[config.mk]
export PLATFORM = sky130hd
export DESIGN_NAME = pipeline_stall_ctrl
export DESIGN_NICKNAME = d
export VERILOG_FILES = /design/src/rtl/pipeline_stall_ctrl.sv
export SDC_FILE = /design/constraint.sdc
export NUM_CORES = 1
export LEC_CHECK = 0
export ABC_AREA = 0
export BUFFER_PORTS_ARGS = -buffer_cell sky130_fd_sc_hd__buf_2
export CAP_MARGIN = 15
export CORE_ASPECT_RATIO = 0.8
export CORE_UTILIZATION = 45
export CTS_CLUSTER_DIAMETER = 40
export DETAILED_ROUTE_END_ITERATION = 10
export HOLD_SLACK_MARGIN = 0.1
export PLACE_DENSITY_LB_ADDON = 0.15
export SETUP_SLACK_MARGIN = 0.15
export SLEW_MARGIN = 5
export SYNTH_ARGS = -nofsm -noshare
export SYNTH_HDL_FRONTEND = slang
export SYNTH_SLANG_ARGS = --single-unit
[constraint.sdc]
create_clock -name clk -period 2.2 [get_ports clk]
set_clock_uncertainty 0.2 [all_clocks]
set_input_delay 0.33 -clock clk [delete_from_list [all_inputs] [get_ports clk]]
set_output_delay 0.33 -clock clk [all_outputs]
set_load 0.1 [all_outputs]
[src/rtl/pipeline_stall_ctrl.sv]
// rtl/pipeline_stall_ctrl.sv - pipeline freeze/bubble/flush controller with watchdog and stall counter
//
// Turns the decode-stage hazard flags and execute-stage branch resolution
// into enables for the PC, IF/ID and ID/EX registers. Outputs are Mealy so a
// stall takes effect in the same cycle the hazard is seen.
//
// Ports:
//   clk             rising-edge clock
//   rst             asynchronous active-low reset
//   data_hazard     RAW hazard on the instruction in ID
//   control_hazard  instruction in ID is a branch/jump
//   branch_resolved branch/jump outcome known in EX this cycle
//   halt            HALT decoded in ID
//   pc_write_en     PC register write enable
//   ifid_write_en   IF/ID register write enable
//   ifid_flush      load NOP into IF/ID
//   idex_bubble     load NOP into ID/EX
//   stall_timeout   one-cycle pulse on watchdog release
//   halted          core halted
//   stall_cycles    saturating count of cycles with pc_write_en low

module pipeline_stall_ctrl #(
    parameter int MAX_STALL      = 3,
    parameter int BRANCH_RESOLVE = 2,
    parameter int CNT_WIDTH      = 16
) (
    input  logic                 clk,
    input  logic                 rst,
    input  logic                 data_hazard,
    input  logic                 control_hazard,
    input  logic                 branch_resolved,
    input  logic                 halt,
    output logic                 pc_write_en,
    output logic                 ifid_write_en,
    output logic                 ifid_flush,
    output logic                 idex_bubble,
    output logic                 stall_timeout,
    output logic                 halted,
    output logic [CNT_WIDTH-1:0] stall_cycles
);

    localparam int LIMIT = (MAX_STALL > BRANCH_RESOLVE) ? MAX_STALL : BRANCH_RESOLVE;
    localparam int CW    = (LIMIT < 1) ? 1 : $clog2(LIMIT + 1);

    localparam logic [CW-1:0] MAX_STALL_C = CW'(MAX_STALL);
    localparam logic [CW-1:0] BRANCH_C    = CW'(BRANCH_RESOLVE);
    localparam logic [CW-1:0] CNT_ONE     = CW'(1);

    typedef enum logic [1:0] {
        IDLE,
        DSTALL,
        CWAIT,
        HALTED
    } state_t;

    state_t        state;
    state_t        state_nxt;
    logic [CW-1:0] cnt;
    logic [CW-1:0] cnt_nxt;
    logic          use_idle_rules;

    always_comb begin
        state_nxt      = state;
        cnt_nxt        = cnt;
        pc_write_en    = 1'b1;
        ifid_write_en  = 1'b1;
        ifid_flush     = 1'b0;
        idex_bubble    = 1'b0;
        stall_timeout  = 1'b0;
        halted         = 1'b0;
        use_idle_rules = 1'b0;

        case (state)
            IDLE: use_idle_rules = 1'b1;

            DSTALL: begin
                if (!data_hazard) begin
                    // Hazard cleared: the instruction now in ID is judged
                    // afresh, so a branch here goes straight to CWAIT.
                    use_idle_rules = 1'b1;
                end else if (cnt < MAX_STALL_C) begin
                    pc_write_en   = 1'b0;
                    ifid_write_en = 1'b0;
                    idex_bubble   = 1'b1;
                    cnt_nxt       = cnt + 1'b1;
                end else begin
                    stall_timeout = 1'b1;
                    state_nxt     = IDLE;
                    cnt_nxt       = '0;
                end
            end

            CWAIT: begin
                // The fetch behind the branch is always discarded.
                ifid_flush = 1'b1;
                if (branch_resolved) begin
                    state_nxt = IDLE;
                    cnt_nxt   = '0;
                end else if (cnt < BRANCH_C) begin
                    pc_write_en = 1'b0;
                    cnt_nxt     = cnt + 1'b1;
                end else begin
                    stall_timeout = 1'b1;
                    state_nxt     = IDLE;
                    cnt_nxt       = '0;
                end
            end

            HALTED: begin
                pc_write_en   = 1'b0;
                ifid_write_en = 1'b0;
                idex_bubble   = 1'b1;
                halted        = 1'b1;
            end

            default: begin
                state_nxt = IDLE;
                cnt_nxt   = '0;
            end
        endcase

        if (use_idle_rules) begin
            state_nxt = IDLE;
            cnt_nxt   = '0;
            if (data_hazard) begin
                pc_write_en   = 1'b0;
                ifid_write_en = 1'b0;
                idex_bubble   = 1'b1;
                state_nxt     = DSTALL;
                cnt_nxt       = CNT_ONE;
            end else if (control_hazard) begin
                // Branch advances into EX; a bubble follows it in IF/ID.
                pc_write_en = 1'b0;
                ifid_flush  = 1'b1;
                state_nxt   = CWAIT;
                cnt_nxt     = CNT_ONE;
            end else if (halt) begin
                pc_write_en   = 1'b0;
                ifid_write_en = 1'b0;
                state_nxt     = HALTED;
            end
        end

        // Outputs take their safe values as soon as reset is asserted.
        if (!rst) begin
            pc_write_en   = 1'b0;
            ifid_write_en = 1'b0;
            ifid_flush    = 1'b1;
            idex_bubble   = 1'b1;
            stall_timeout = 1'b0;
            halted        = 1'b0;
        end
    end

    always_ff @(posedge clk or negedge rst) begin
        if (!rst) begin
            state        <= IDLE;
            cnt          <= '0;
            stall_cycles <= '0;
        end else begin
            state <= state_nxt;
            cnt   <= cnt_nxt;
            if (!pc_write_en && (stall_cycles != {CNT_WIDTH{1'b1}})) begin
                stall_cycles <= stall_cycles + 1'b1;
            end
        end
    end

endmodule

Yosys cells after proc, flatten, opt, wreduce, memory -nomap -nowiden
Cells that the tools add are included.

Add/sub/neg operators: 2. Multipliers: 0. Divide/modulo/power cells: 0. Order comparisons: 2. Eq/ne operators: 7. Shift-type cells: 0. Muxes and demuxes: 52. Bitwise operators: 0. Reductions and logical operators: 6.

Operators by type and width (number): 2-to-1 mux 1 bit (32); 2-to-1 mux 2 bit (13); adder 16 x 1 -> 16 bit, second input constant (1); != test 16 bit, second input constant (1); one-hot mux 1 bit (2 select lines) (4); one-hot mux 2 bit (2 select lines) (2); != test 3 bit, second input constant (2); equality test 2 bit, second input constant (2); < comparator 2 bit, second input constant (2); != test 4 bit, second input constant (1); AND reduction 4 bit (1); one-hot mux 1 bit (3 select lines) (1); nonzero test 3 bit (1); adder 2 x 1 -> 2 bit, second input constant (1); equality test 2 x 1 -> 1 bit, second input constant (1); logical NOT 2 bit (1); AND reduction 2 bit (1); logical AND 1 bit (1); logical NOT 1 bit (1).

Flip-flop bits (word level): 20. Bits in latches: 0. Memory bits (writable): 0. Bits in read-only memories: 0. Bits of input ports: 6. Word-level logic and storage cells: 72. Memories kept: 0.

Longest topological paths before layout
Depth after elaboration: 11. Depth in mapped cells: 8. Gate-level depth less buffers: 7.

Least setup slack after synthesis
Ideal clock, no wire load.

Path type: register to output. Start: register state[1]. End: output ifid_flush. Data arrival time: 4.453 ns. Setup slack: -2.783 ns. Stages on the path, launching flop included: 6. Path buffers: 0. Cells stage by stage: dfrtp_1 -> inv_1 -> ha_1 -> and2b_2 -> nor2_1 -> o311ai_0.

Word-level cells in the longest chain between the ends: 6. Elaborated cells on any way between the ends: 9. Those cells by class: eq/ne: 2; mux: 6; reduce/logical: 1.

RTL lines: start: declaration (RTL line 56) `state_t state;`; start signal: assignment (RTL line 161) `state <= state_nxt;`; equality test 2 bit (RTL line 73) `case (state)`; 2-to-1 mux 1 bit (RTL line 73); 2-to-1 mux 1 bit (RTL line 131) `end else if (control_hazard) begin`; 2-to-1 mux 1 bit (RTL line 125) `if (data_hazard) begin`; 2-to-1 mux 1 bit (*) (RTL line 122) `if (use_idle_rules) begin`; 2-to-1 mux 1 bit (*) (RTL line 145) `if (!rst) begin`; end: declaration (RTL line 35) `output logic ifid_flush,`.

Every way passes the cells marked *; elsewhere a longest branch is shown, timed or not.

Final worst setup path
Start: register state[0]. End: output ifid_write_en.

Word-level cells in the longest chain between the ends: 7. Elaborated cells on any way between the ends: 10. Those cells by class: eq/ne: 2; mux: 7; reduce/logical: 1.

RTL lines: equality test 2 bit or equality test 2 x 1 -> 1 bit (tied branches) (RTL line 73); one-hot mux 1 bit (2 select lines) (RTL line 73); 2-to-1 mux 1 bit (RTL line 137) `end else if (halt) begin`; 2-to-1 mux 1 bit (RTL line 131); 2-to-1 mux 1 bit (RTL line 125); 2-to-1 mux 1 bit (*) (RTL line 122); 2-to-1 mux 1 bit (*) (RTL line 145); end: declaration (RTL line 34) `output logic ifid_write_en,`.

Marks and branches as above.

==> flow_summary_export.csv <==
group,metric,value,unit
cells_and_area,fin_nets,188,
timing,period_share,103,%
setup_path,crit_type,"register to output pin",
cells_and_area,seq_area,526,um^2
route,wl_per_cell,15.7,um
timing,worst_pin_slew,0.497,ns
job,cap_viol_max_count,0,
die,start_util,49.1,%
logic_synthesis,synth_cell_types,35,
timing,relSlewSlack,66.5,%
die,io_pins,28,
cells_and_area,n_fill_cell,181,
timing,final.setup.tns,-0.183,ns
logic_synthesis,synth-seq-area-share,40.4,%
setup_path,startpoint_type,"register",
timing,hold_viol,0,
timing,rsz0062_at_grt,"yes",
clocking,cts_buffers,3,
hold_path,hp-class,"register to register",
logic_synthesis,syn_inst,120,
cells_and_area,n_antenna_cell,0,
logic_synthesis,syn_area,1240,um^2
logic_synthesis,synthMuxAreaShare,0.909,%
logic_synthesis,synth_xor_area_share,10.6,%
setup_path,worst_ep_required_time,1.67,ns
setup_path,slowest_delay,0.44,ns
timing,fmax,442,MHz
die,die_h,48.9,um
logic_synthesis,synth_top_family_by_area,"simple AND/OR/NAND/NOR gates",
clocking,clkTransAtPathRegs,0.10,ns
power_and_ir_drop,ir_worst_vdd,1.25,mV
timing,setup_viol,4,
logic_synthesis,synth_fp_nets,136,
die,die_width,60.7,um
cells_and_area,area_growth_syn_to_layout,52.4,%
timing,drv_slew,0,
logic_synthesis,yosysWarnings,0,
die,dieArea,2970,um^2
route,ant_nets,0,
clocking,cts.sinks,20,
timing,setup_ws,-0.0609,ns
route,drt_pass1_iterations,4,
clocking,cts_max_level,1,
placed_design,io_buffers,27,
clocking,cts_tree,"done",
grt,grt_usage,24.9,%
grt,grt_max_degree,12,
logic_synthesis,synth_compound_area_share,11.6,%
clocking,cts_root_buf,"clkbuf_4",
grt,grt_pass1_wl,5530,um
cells_and_area,multiInputGateArea,823,um^2
route,viasPerCell,5.45,
logic_synthesis,yosys.area_share.simple,22.4,%
setup_path,cp.arrival,1.73,ns
clocking,clock_latency,0.30,ns
route,dr_total_vias,1128,
die,core,2520,um^2
setup_path,cp_max_fo,6,
placed_design,place_ws,-0.0207,ns
timing,whs,0.287,ns
route,drc,0,
cells_and_area,final_layout_size_suffix_gt1_share,53.8,%
outcome,status,"complete, but fails checks",
die,rows,16,
route,routed_wirelength,3240,um
power_and_ir_drop,p_per_area,1510,nW/um^2
setup_path,crit_slowest_cell,"dfrtp_1",
clocking,clock_path_buffers,2,
logic_synthesis,ys_seq_elements,20,
route,initialDrtViolationCount,47,
outcome,violations,"negative setup slack",
grt,grt_pass1_vias,1152,
timing,period_minus_slack,2.26,ns
placed_design,gp_congestion,0.831,
grt,grt_overflow,0,
logic_synthesis,avgSynthCellArea,10.3,um^2
grt,antenna_found_initial,0,
setup_path,timing.critical_path.mode_cell,"nor2_4",
placed_design,dpl.hpwl,2180,um
setup_path,cp-end-kind,"output pin",
logic_synthesis,synthAdderAreaFrac,10.1,%
setup_path,crit_chain,"ha_4, and2b_2, nor2_4, o21ai_2, nor2_4, buf_12",
power_and_ir_drop,power_leakage,0.826,nW
[critical path: cells and delay by family (launching register included)]
kind	cells	cell delay, ns
AO/OA/AOI/OAI	1	0.09
adder cells (fa/ha/maj)	1	0.18
buffers and inverters	1	0.18
AND/OR/NAND/NOR	3	0.54
flip-flops	1	0.44
[per-stage QoR]
step / util [%] / total power, mW / instances / area [um^2]
floorplan: - / 1.91 / 120 / 1330
global placement: 65.5 / 2.31 / 189 / 1650
detailed placement: 65.5 / 2.34 / 189 / 1650
CTS: 73.5 / 2.78 / 205 / 1850
global route: 74.9 / 3.00 / 207 / 1890
finish: 74.9 / 2.85 / 207 / 1890
[Yosys cell counts]
library cell | number | area [um^2]
and3_4 | 1 | 11.3
o41ai_1 | 1 | 8.76
or3_1 | 1 | 6.26
o21ai_0 | 3 | 15.0
and2_1 | 1 | 6.26
nand3_1 | 4 | 20.0
and3_1 | 2 | 12.5
nand3b_1 | 2 | 15.0
nor2b_1 | 1 | 6.26
xnor2_1 | 13 | 114
or3_2 | 1 | 7.51
o21bai_1 | 1 | 7.51
a22oi_1 | 1 | 7.51
a32oi_1 | 1 | 8.76
nor4_1 | 3 | 18.8
nor4b_2 | 1 | 15.0
o21a_1 | 1 | 7.51
o311ai_0 | 2 | 17.5
nand4bb_1 | 1 | 11.3
buf_6 | 2 | 22.5
a31oi_4 | 1 | 21.3
nor2_1 | 8 | 30.0
ha_1 | 10 | 125
inv_1 | 7 | 26.3
a21o_1 | 1 | 7.51
nand4_1 | 11 | 68.8
a21oi_1 | 5 | 25.0
mux2_2 | 1 | 11.3
a211o_1 | 1 | 8.76
nand2_1 | 7 | 26.3
dfrtp_1 | 20 | 500
nand2b_4 | 1 | 13.8
o32ai_1 | 1 | 8.76
and2b_2 | 1 | 8.76
xor2_1 | 2 | 17.5
[report_power, final]
group / leakage [nW] / total (mW) / switching (mW) / internal, mW
Combinational: 0.568 / 2.01 / 1.30 / 0.710
Clock: 0.0210 / 0.210 / 0.109 / 0.101
Sequential: 0.237 / 0.626 / 0.131 / 0.496
Total: 0.826 / 2.85 / 1.54 / 1.31
[sequential cells by signal, summed over array words and instances, names as in the netlist]
register and cells:
state 2, cnt 2, stall_cycles 16
[layout make-up]
class	instances	area share, %
well taps	36	2.39
inverters	7	1.52
repair buffers	49	22.7
clock buffers	4	1.92
flip-flops and latches	20	27.8
multi-input cells	91	43.6
[layout by cell type, fill, tap and decap left out, types with 4 or more instances in the layout]
| cell type | synthesis | routed |
|---|---|---|
| buf_4 | 0 | 17 |
| xnor2_1 | 13 | 13 |
| buf_12 | 0 | 7 |
| nand2_1 | 7 | 7 |
| nor2_4 | 0 | 4 |
| dfrtp_1 | 20 | 4 |
| a21oi_1 | 5 | 5 |
| nand4_1 | 11 | 11 |
| nand3_1 | 4 | 4 |
| inv_1 | 7 | 4 |
| ha_1 | 10 | 6 |
| buf_2 | 0 | 21 |
| nor2_1 | 8 | 4 |
| dfrtp_2 | 0 | 14 |
[routing by layer]
layer | global-route usage, % | up-vias | share of wire, % | wire length [um]
met5 | 0 | - | 0 | 0
li1 | - | 541 | - | -
met2 | 35.0 | 38 | 45 | 1470
met4 | 5.68 | 0 | 1.4 | 45
met1 | 37.4 | 541 | 47 | 1540
met3 | 7.43 | 8 | 5.8 | 189
[timing repair]
item,CTS,global route
pin swaps,17,11
hold endpoints to repair,10,0
buffers inserted,9,2
setup endpoints to repair,17,22
hold buffers,2,0
gates resized for setup,15,5
gates cloned,1,0
[final timing paths]
| check | from | endpoint | slack (ns) | cells past startpoint |
|---|---|---|---|---|
| max | state[0] | ifid_write_en | -0.06 | 6 |
| min | stall_cycles[15] | stall_cycles[15] | 0.29 | 1 |
| max reg2reg | state[1] | stall_cycles[1] | 0.01 | 8 |
| min reg2reg | stall_cycles[15] | stall_cycles[15] | 0.29 | 1 |
| max in group asynchronous | rst | stall_cycles[0] | 0.94 | 2 |
| min in group asynchronous | rst | stall_cycles[1] | 0.50 | 2 |
[kinds of logic after synthesis]
| logic type | Yosys count |
|---|---|
| and+or+nand+nor | 46 |
| DFF | 20 |
| AOI/OAI and AO/OA | 19 |
| xor gates and xnor gates | 15 |
| adders and majority gates | 10 |
| buffers and inverters | 9 |
| muxes | 1 |
No activity file was read; power rests on OpenSTA's default activity.
